`config.mk`:
```
export PLATFORM = sky130hd
export DESIGN_NAME = golden_nonce_uart_tx
export DESIGN_NICKNAME = d
export VERILOG_FILES = /design/src/rtl/golden_nonce_uart_tx.sv
export SDC_FILE = /design/constraint.sdc
export NUM_CORES = 1
export LEC_CHECK = 0
export BUFFER_PORTS_ARGS = -buffer_cell sky130_fd_sc_hd__buf_4
export CAP_MARGIN = 10
export CORE_ASPECT_RATIO = 0.6
export CORE_MARGIN = 3
export CORE_UTILIZATION = 48
export CTS_BUF_LIST = sky130_fd_sc_hd__clkbuf_4
export DETAILED_ROUTE_END_ITERATION = 16
export PLACE_DENSITY = 0.65
export SYNTH_ARGS = -nofsm -noshare
export SYNTH_HDL_FRONTEND = slang
export SYNTH_SLANG_ARGS = --single-unit
```
`constraint.sdc`:
```
create_clock -name clk -period 3.2 [get_ports clk]
set_clock_uncertainty 0.15 [all_clocks]
set_input_delay 0 -clock clk [delete_from_list [all_inputs] [get_ports clk]]
set_output_delay 0 -clock clk [all_outputs]
set_load 0.05 [all_outputs]
```
`src/rtl/golden_nonce_uart_tx.sv`:
```
// Captures each new golden nonce into a FIFO and sends it MSB byte first over an 8N1 UART.
// Define NONCE_TX_SYNC_BYTE_EN to put a 0xA5 sync byte in front of every frame.
module golden_nonce_uart_tx #(
   parameter int CLKS_PER_BIT    = 4,
   parameter int FIFO_DEPTH_LOG2 = 2
) (
   input  logic                       clk,
   input  logic                       rst,
   input  logic [31:0]                golden_nonce,
   output logic                       uart_tx,
   output logic                       busy,
   output logic                       overflow,
   output logic [FIFO_DEPTH_LOG2:0]   fifo_count
);

   localparam int DEPTH = 1 << FIFO_DEPTH_LOG2;
   localparam int CNTW  = FIFO_DEPTH_LOG2 + 1;
   localparam int CW    = (CLKS_PER_BIT > 1) ? $clog2(CLKS_PER_BIT) : 1;

   typedef enum logic [1:0] {
      S_IDLE,
      S_START,
      S_DATA,
      S_STOP
   } state_t;

   state_t                     r_state;
   logic [31:0]                r_last_nonce;
   logic [31:0]                r_mem [DEPTH];
   logic [FIFO_DEPTH_LOG2-1:0] r_wr_ptr;
   logic [FIFO_DEPTH_LOG2-1:0] r_rd_ptr;
   logic [CNTW-1:0]            r_count;
   logic                       r_overflow;
   logic                       r_tx;
   logic                       r_busy;
   logic [CW-1:0]              r_clk_cnt;
   logic [2:0]                 r_bit_idx;
   logic [2:0]                 r_byte_idx;
   logic [7:0]                 r_byte;
   logic [31:0]                r_data;

   logic        w_new;
   logic        w_fifo_empty;
   logic        w_fifo_full;
   logic        w_bit_end;
   logic        w_frame_done;
   logic        w_pop;
   logic        w_push;
   logic [31:0] w_head;
   logic [7:0]  w_first_byte;
   logic [31:0] w_first_data;

`ifdef NONCE_TX_SYNC_BYTE_EN
   localparam logic [2:0] LAST_BYTE = 3'd4;
   assign w_first_byte = 8'hA5;
   assign w_first_data = w_head;
`else
   localparam logic [2:0] LAST_BYTE = 3'd3;
   assign w_first_byte = w_head[31:24];
   assign w_first_data = {w_head[23:0], 8'h00};
`endif

   assign w_new        = (golden_nonce != r_last_nonce);
   assign w_fifo_empty = (r_count == '0);
   assign w_fifo_full  = (r_count == CNTW'(DEPTH));
   assign w_bit_end    = (r_clk_cnt == CW'(CLKS_PER_BIT - 1));
   assign w_frame_done = (r_state == S_STOP) && w_bit_end && (r_byte_idx == LAST_BYTE);
   assign w_pop        = !w_fifo_empty && ((r_state == S_IDLE) || w_frame_done);
   // A pop on the same edge frees the slot, so a push into a full FIFO still lands.
   assign w_push       = w_new && (!w_fifo_full || w_pop);
   assign w_head       = r_mem[r_rd_ptr];

   assign uart_tx    = r_tx;
   assign busy       = r_busy;
   assign overflow   = r_overflow;
   assign fifo_count = r_count;

   // NOTE: sequential state uses non-blocking assignments so every register samples pre-edge values.
   always_ff @(posedge clk or posedge rst) begin
      if (rst) begin
         r_last_nonce <= '0;
      end else if (w_new) begin
         r_last_nonce <= golden_nonce;
      end
   end

   // NOTE: the storage array has no reset; pointers and count alone define which entries are valid.
   always_ff @(posedge clk) begin
      if (w_push) begin
         r_mem[r_wr_ptr] <= golden_nonce;
      end
   end

   always_ff @(posedge clk or posedge rst) begin
      if (rst) begin
         r_wr_ptr   <= '0;
         r_rd_ptr   <= '0;
         r_count    <= '0;
         r_overflow <= 1'b0;
      end else begin
         if (w_push) begin
            r_wr_ptr <= r_wr_ptr + FIFO_DEPTH_LOG2'(1);
         end
         if (w_pop) begin
            r_rd_ptr <= r_rd_ptr + FIFO_DEPTH_LOG2'(1);
         end
         case ({w_push, w_pop})
            2'b10:   r_count <= r_count + CNTW'(1);
            2'b01:   r_count <= r_count - CNTW'(1);
            default: r_count <= r_count;
         endcase
         if (w_new && !w_push) begin
            r_overflow <= 1'b1;
         end
      end
   end

   always_ff @(posedge clk or posedge rst) begin
      if (rst) begin
         r_state    <= S_IDLE;
         r_tx       <= 1'b1;
         r_busy     <= 1'b0;
         r_clk_cnt  <= '0;
         r_bit_idx  <= '0;
         r_byte_idx <= '0;
         r_byte     <= '0;
         r_data     <= '0;
      end else begin
         case (r_state)
            S_IDLE: begin
               r_clk_cnt <= '0;
               if (w_pop) begin
                  r_byte     <= w_first_byte;
                  r_data     <= w_first_data;
                  r_byte_idx <= '0;
                  r_tx       <= 1'b0;
                  r_busy     <= 1'b1;
                  r_state    <= S_START;
               end
            end
            S_START: begin
               if (w_bit_end) begin
                  r_clk_cnt <= '0;
                  r_tx      <= r_byte[0];
                  r_byte    <= r_byte >> 1;
                  r_bit_idx <= '0;
                  r_state   <= S_DATA;
               end else begin
                  r_clk_cnt <= r_clk_cnt + CW'(1);
               end
            end
            S_DATA: begin
               if (w_bit_end) begin
                  r_clk_cnt <= '0;
                  if (r_bit_idx == 3'd7) begin
                     r_tx    <= 1'b1;
                     r_state <= S_STOP;
                  end else begin
                     r_tx      <= r_byte[0];
                     r_byte    <= r_byte >> 1;
                     r_bit_idx <= r_bit_idx + 3'd1;
                  end
               end else begin
                  r_clk_cnt <= r_clk_cnt + CW'(1);
               end
            end
            S_STOP: begin
               if (w_bit_end) begin
                  r_clk_cnt <= '0;
                  if (r_byte_idx != LAST_BYTE) begin
                     r_byte_idx <= r_byte_idx + 3'd1;
                     r_byte     <= r_data[31:24];
                     r_data     <= r_data << 8;
                     r_tx       <= 1'b0;
                     r_state    <= S_START;
                  end else if (w_pop) begin
                     // Next frame starts straight away, no idle gap between nonces.
                     r_byte     <= w_first_byte;
                     r_data     <= w_first_data;
                     r_byte_idx <= '0;
                     r_tx       <= 1'b0;
                     r_state    <= S_START;
                  end else begin
                     r_busy  <= 1'b0;
                     r_state <= S_IDLE;
                  end
               end else begin
                  r_clk_cnt <= r_clk_cnt + CW'(1);
               end
            end
            default: begin
               r_tx    <= 1'b1;
               r_busy  <= 1'b0;
               r_state <= S_IDLE;
            end
         endcase
      end
   end

endmodule

```
==> reports/metrics.cfg, run 1 <==
[logic_synthesis]
synth_compound_area_frac = 0.0694
seq_area_frac_synth = 0.688
synth_warnings = 0
synth_fa_ha_area_frac = 0.0204
yosys.area_share.xor_xnor = 0.0381
synth-edff-count = 128
muxShareOfSynthArea = 0.0832
yosysUniqueCellTypes = 52
ys.flop_type = edfxtp_1
syn_inst = 582
synth_top_family_by_area = multiplexers
synth_seq_cells = 220
avgSynthCellArea_um2 = 15.4
synthArstFlopShare = 0.418
yosys.area_share.simple = 0.0664
syn_nets = 630
synthesis.area_um2 = 8940

[grt]
antenna_found_initial = 1
grt_use_total = 0.204
use_met1 = 0.335
use_met2 = 0.270
grt_max_degree = 60
grt_pass1_wl_mm = 31.7
gr-max-usage-layer = met1
met3_usage = 0.0522
grt_overflow = 0
grt_pass1_vias = 5523

[drt]
vias = 5301
wire_per_inst_um = 20.8
drc = 0
drtIter0Drc = 609
vias_per_cell = 5.48
first_pass_iters = 5
ant_nets = 0
routed_wl_mm = 20.2

[power]
powerDensity_nw_per_um2 = 766
ir_drop_mv = 0.406
leakage_nw = 4.20
power_w = 0.00822

[layout]
fin_nets = 742
num-fill-cells = 1387
drive_gt1_frac = 0.248
antenna-diode-count = 0
post-route-util = 0.607
area_growth_pct = 20.1
seqCellArea_um2 = 6150
multi_input_area_um2 = 2480
final_common_cell = edfxtp_1
final_cell_mix = edfxtp_1, dfrtp_1, clkbuf_4, dlygate4sd3_1, buf_4

[critical_path]
path_common_cell = dlygate4sd3_1
slowest_delay_ns = 0.56
cp_data_required_time_ns = 3.55
path_max_fanout = 5
reg2reg_to = r_mem[3][15]$_DFFE_PP_
r2r_cells = 5
r2r-start = r_state[0]$_DFFE_PP0P_
arrival_ns = 3.05
crit_path_top_delay_cell = dlygate4sd3_1
cp_top_family = buffers and inverters
startpoint = golden_nonce[15]
start_kind = input pin
path_class = in2reg
cp-end-kind = register
ff2ff_setup_slack_ns = 0.55
worstPathBufferInverterCount = 4
cp_cell_sequence = dlygate4sd3_1 -> dlygate4sd3_1 -> buf_4 -> xnor2_1 -> nand4_1 -> nor4_4 -> nand3_1 -> inv_1 -> fa_1 -> mux2_1

[floorplanning]
rows = 37
ios = 40
die_h_um = 112
dieArea_um2 = 20300
die_w_um = 182
initial_core_util = 0.505
coreArea_um2 = 17700

[placement]
pre_cts_ws_ns = 0.546
gp_congestion = 0.809
io_buffers = 39
place_hpwl_mm = 12.3

[cts]
cts_resized = 0
post_cts_buffers = 0
numCtsBuffers = 50
root_buffer = clkbuf_4
clock_latency_ns = 0.65
cts.htree.levels = 2
clock_sinks = 220
cts_tree = done
cts.clk_slew.worst_paths_ns = 0.07
cts_buffer_depth = 3

[timing]
finalCritPeriodShare = 0.843
finalSetupViolCount = 0
fin_tns_setup_ns = 0
hold_violations = 0
slew_headroom = 0.467
worst_slack_ns = 0.504
slew_violations = 0
rsz0062_at_grt = false
max_freq_ghz = 0.371
worst_slew_pin_slew_ns = 0.799
min_period_ns = 2.70

[hold_path]
whs_endpoint = r_mem[3][16]$_DFFE_PP_
hp-class = in2reg
min_path_cells = 2
hold_start = golden_nonce[16]

[run_status]
outcome = complete, no violations

[flow_run]
maxCapViolCount = 0

==> timing repair <==
action,CTS,global route
hold buffers,69,0
endpoints found under the hold margin,254,0
endpoints found under the setup margin,0,0
==> per-stage QoR <==
step / area (µm²) / cells / hold WS, ns
finish: 10700 / 968 / 0.0218
global route: 10700 / 968 / 0.00385
CTS: 10700 / 968 / 0.0104
detailed placement: 9360 / 807 / 0.00518
global placement: 9360 / 807 / 0.00421
floorplan: 8940 / 582 / -0.0524
==> area by class of cell <==
cell class / instances / share of cell area
Timing Repair Buffer: 118 / 0.0998
Sequential cell: 220 / 0.573
Inverter: 15 / 0.00548
Clock inverter: 10 / 0.00641
Tap cell: 234 / 0.0273
Multi-Input combinational cell: 289 / 0.231
Clock buffer: 82 / 0.0573
==> cell families (layout without fill, tap and decap cells) <==
logic type / after synthesis / in the layout
compound gates: 91 / 91
mux: 34 / 34
buf+inv: 73 / 225
fa+ha+maj: 14 / 14
xor+xnor: 38 / 38
simple gates: 112 / 112
flops: 220 / 220
==> cell usage after synthesis, types with 2 or more instances <==
master | number | area (µm²)
edfxtp_1 | 128 | 3840
dfrtp_1 | 91 | 2280
clkbuf_1 | 44 | 165
xnor2_1 | 35 | 307
nor2_1 | 33 | 124
mux4_2 | 32 | 721
nand2_1 | 28 | 105
o21ai_0 | 23 | 115
o22ai_1 | 18 | 113
a21oi_1 | 17 | 85.1
inv_1 | 15 | 56.3
and2_1 | 14 | 87.6
ha_1 | 13 | 163
and3_1 | 11 | 68.8
a22o_1 | 10 | 87.6
nand4_1 | 8 | 50.1
a22oi_1 | 7 | 52.6
buf_2 | 7 | 35.0
buf_4 | 3 | 22.5
nand3_1 | 3 | 15.0
nor3_1 | 3 | 15.0
a21oi_2 | 2 | 17.5
a31oi_1 | 2 | 12.5
buf_6 | 2 | 22.5
nor2b_1 | 2 | 12.5
nor4_4 | 2 | 42.5
o22ai_2 | 2 | 25.0
or3_1 | 2 | 12.5
xor2_1 | 2 | 17.5
==> how the worst max path moves through the flow <==
stage / to / slack [ns] / cells after the start
6_report: fifo_count[1]$_DFFE_PP0P_ / 0.50 / 10
5_1_grt: fifo_count[1]$_DFFE_PP0P_ / 0.36 / 10
4_1_cts: fifo_count[1]$_DFFE_PP0P_ / 0.52 / 10
3_5_place_dp: r_mem[1][13]$_DFFE_PP_ / 0.55 / 5
3_3_place_gp: r_mem[1][17]$_DFFE_PP_ / 0.66 / 5
2_1_floorplan: r_mem[0][0]$_DFFE_PP_ / 0.56 / 3
==> per-layer routing <==
| layer | wire, µm | part of all wire | vias up |
|---|---|---|---|
| li1 | - | - | 2385 |
| met1 | 10000 | 0.50 | 2673 |
| met2 | 8210 | 0.41 | 212 |
| met3 | 1690 | 0.084 | 31 |
| met4 | 284 | 0.014 | 0 |
| met5 | 0 | 0 | - |
==> state kept, by name, summed over array words and instances (netlist names) <==
name,count
r_bit_idx,3
r_last_nonce,32
r_wr_ptr,2
busy,1
uart_tx,1
r_data,32
fifo_count,3
overflow,1
r_state,2
r_mem,128
r_clk_cnt,2
r_rd_ptr,2
r_byte_idx,3
r_byte,8
==> power by group <==
| group | switching [W] | internal, W | total (W) |
|---|---|---|---|
| Sequential | 0.000165 | 0.00338 | 0.00354 |
| Clock | 0.00109 | 0.00124 | 0.00232 |
| Combinational | 0.00132 | 0.00103 | 0.00235 |
Power figures use the tool's default switching activity.
==> run 2, diff against run 1 <==
--- a/config.mk
+++ b/config.mk
@@ -12,7 +12,7 @@
 export CORE_UTILIZATION = 48
 export CTS_BUF_LIST = sky130_fd_sc_hd__clkbuf_4
 export DETAILED_ROUTE_END_ITERATION = 16
-export PLACE_DENSITY = 0.65
+export PLACE_DENSITY = 0.67
 export SYNTH_ARGS = -nofsm -noshare
 export SYNTH_HDL_FRONTEND = slang
 export SYNTH_SLANG_ARGS = --single-unit
==> constraint.sdc (replaced) <==
create_clock -name clk -period 2.4 [get_ports clk]
set_clock_uncertainty 0.15 [all_clocks]
set_input_delay 0 -clock clk [delete_from_list [all_inputs] [get_ports clk]]
set_output_delay 0 -clock clk [all_outputs]
set_load 0.05 [all_outputs]
==> run 2 against run 1 <==
First-iteration DRC count shrank 25%. Combinational power grew 39%. Hold slack gained 0.019 ns. Worst setup slack lost 0.46 ns. Clock-buffer cell count grew 2. Critical path type is now reg2reg. Critical endpoint is now r_mem[3][31]$_DFFE_PP_. Highest routed layer is now met5.
==> reports/metrics.cfg, run 2 (synthesis results as in run 1) <==
[power]
ir_drop_mv = 0.458
swShare = 0.306
p_int_w = 0.00772
leakage_nw = 4.38
clockPowerShare = 0.280
p_comb_frac = 0.293
powerDensity_nw_per_um2 = 997
seqPwrFrac = 0.427
switchingPower_w = 0.00340

[grt]
grt_pass1_wl_mm = 32.1
use_met2 = 0.300
use_met1 = 0.317
met3_usage = 0.0421
grt_max_degree = 74
grt_use_total = 0.204
gr-max-usage-layer = met1
grt_pass1_vias = 5731
antenna_found_initial = 1
grt_overflow = 0

[floorplanning]
initial_core_util = 0.505
coreArea_um2 = 17700
rows = 37
die_w_um = 182
die_h_um = 112
ios = 40
dieArea_um2 = 20300

[timing]
hold_ws_ns = 0.0410
hold_violations = 0
finalSetupViolCount = 0
max_freq_ghz = 0.425
fin_tns_setup_ns = 0
slew_violations = 0
rsz0062_at_grt = true
worst_slack_ns = 0.0444
finalCritPeriodShare = 0.981
slew_headroom = 0.659
worst_slew_pin_slew_ns = 0.511
min_period_ns = 2.36

[placement]
place_hpwl_mm = 12.2
gp_congestion = 0.856
io_buffers = 39
pre_cts_ws_ns = -0.0488
placed_cells = 829

[flow_run]
maxCapViolCount = 0

[run_status]
outcome = complete, no violations

[cts]
cts_tree = done
cts.clk_slew.worst_paths_ns = 0.07
numCtsBuffers = 48
clock_latency_ns = 0.64
root_buffer = clkbuf_4
clock_sinks = 220
cts.htree.levels = 2
cts_buffer_depth = 3

[critical_path]
start_kind = register
slowest_delay_ns = 0.40
arrival_ns = 2.55
cp-end-kind = register
crit_path_top_delay_cell = dfrtp_1
cp_cell_sequence = xnor2_2 -> nand4_1 -> nor4_4 -> buf_4 -> a32oi_4 -> and2_2 -> buf_12
cp_data_required_time_ns = 2.60
path_class = reg2reg
path_max_fanout = 14

[layout]
reg_top3 = r_mem x128, r_data x32, r_last_nonce x32
area_growth_pct = 24.8
num-fill-cells = 1307
regMostFlops = r_mem
seqCellArea_um2 = 6150
antenna-diode-count = 0
final_common_cell = edfxtp_1
fin_nets = 768
multi_input_area_um2 = 2570
drive_gt1_frac = 0.296
fin_cells = 992
final_cell_mix = edfxtp_1, dfrtp_1, clkbuf_4, dlygate4sd3_1, buf_4
largest_register_ffs = 128

[drt]
vias = 5454
wire_per_inst_um = 20.8
vias_per_cell = 5.50
drtIter0Drc = 455
routed_wl_mm = 20.6
drc = 0
ant_nets = 0
first_pass_iters = 8

[hold_path]
hp-class = in2reg

run 2: routing by layer:
| metal | part of all wire | vias up | wire, µm |
|---|---|---|---|
| li1 | - | 2428 | - |
| met1 | 0.47 | 2781 | 9690 |
| met2 | 0.44 | 214 | 9070 |
| met3 | 0.075 | 29 | 1550 |
| met4 | 0.015 | 2 | 300 |
| met5 | 0.00034 | - | 7 |
run 2: final cells by class:
class,count,share of cell area
sequential,220,0.551
multi-input combinational,290,0.230
timing repair buffer,145,0.126
clock buffer,84,0.0565
tap,234,0.0262
inverter,15,0.00538
clock inverter,4,0.00415
run 2: repair_timing:
action | CTS | global route
hold buffers | 68 | 4
gates resized for setup | 2 | 11
setup endpoints to repair | 1 | 133
cloned | 0 | 1
hold endpoints to repair | 253 | 17
pin swaps | 8 | 13
buffers inserted | 1 | 1
run 2: path summary, 6_finish.rpt:
path	startpoint	cells past startpoint	slack (ns)	end
min in group asynchronous	rst	4	0.42	r_last_nonce[24]$_DFFE_PP0P_
setup / recovery	r_last_nonce[28]$_DFFE_PP0P_	7	0.04	r_mem[3][31]$_DFFE_PP_
hold reg to reg	r_clk_cnt[0]$_DFF_PP0_	1	0.29	r_clk_cnt[0]$_DFF_PP0_
hold / removal	golden_nonce[24]	2	0.04	r_mem[0][24]$_DFFE_PP_
setup reg to reg	r_last_nonce[28]$_DFFE_PP0P_	7	0.04	r_mem[3][31]$_DFFE_PP_
max in group asynchronous	rst	5	0.90	r_last_nonce[31]$_DFFE_PP0P_
run 2: power groups by stage:
stage / Clock [W] / Sequential (W) / Combinational, W
6_report: 0.00312 / 0.00475 / 0.00326
5_1_grt: 0.00341 / 0.00479 / 0.00353
4_1_cts: 0.00317 / 0.00474 / 0.00319
3_5_place_dp: 0 / 0.00481 / 0.00309
3_3_place_gp: 0 / 0.00480 / 0.00299
2_1_floorplan: 0 / 0.00475 / 0.00218
run 2: metrics by stage:
stage / total power (W) / utilization / area [µm²]
floorplan: 0.00693 / - / 8980
global placement: 0.00779 / 0.547 / 9680
detailed placement: 0.00790 / 0.547 / 9680
CTS: 0.0111 / 0.625 / 11100
global route: 0.0117 / 0.631 / 11200
finish: 0.0111 / 0.631 / 11200
run 2: worst max-delay path, delay by kind of cell (launching register included):
kind,cells,cell delay (ns)
AOI/OAI and AO/OA,1,0.10
DFF,1,0.40
xor gates and xnor gates,1,0.15
and+or+nand+nor,3,0.93
buffers and inverters,2,0.35
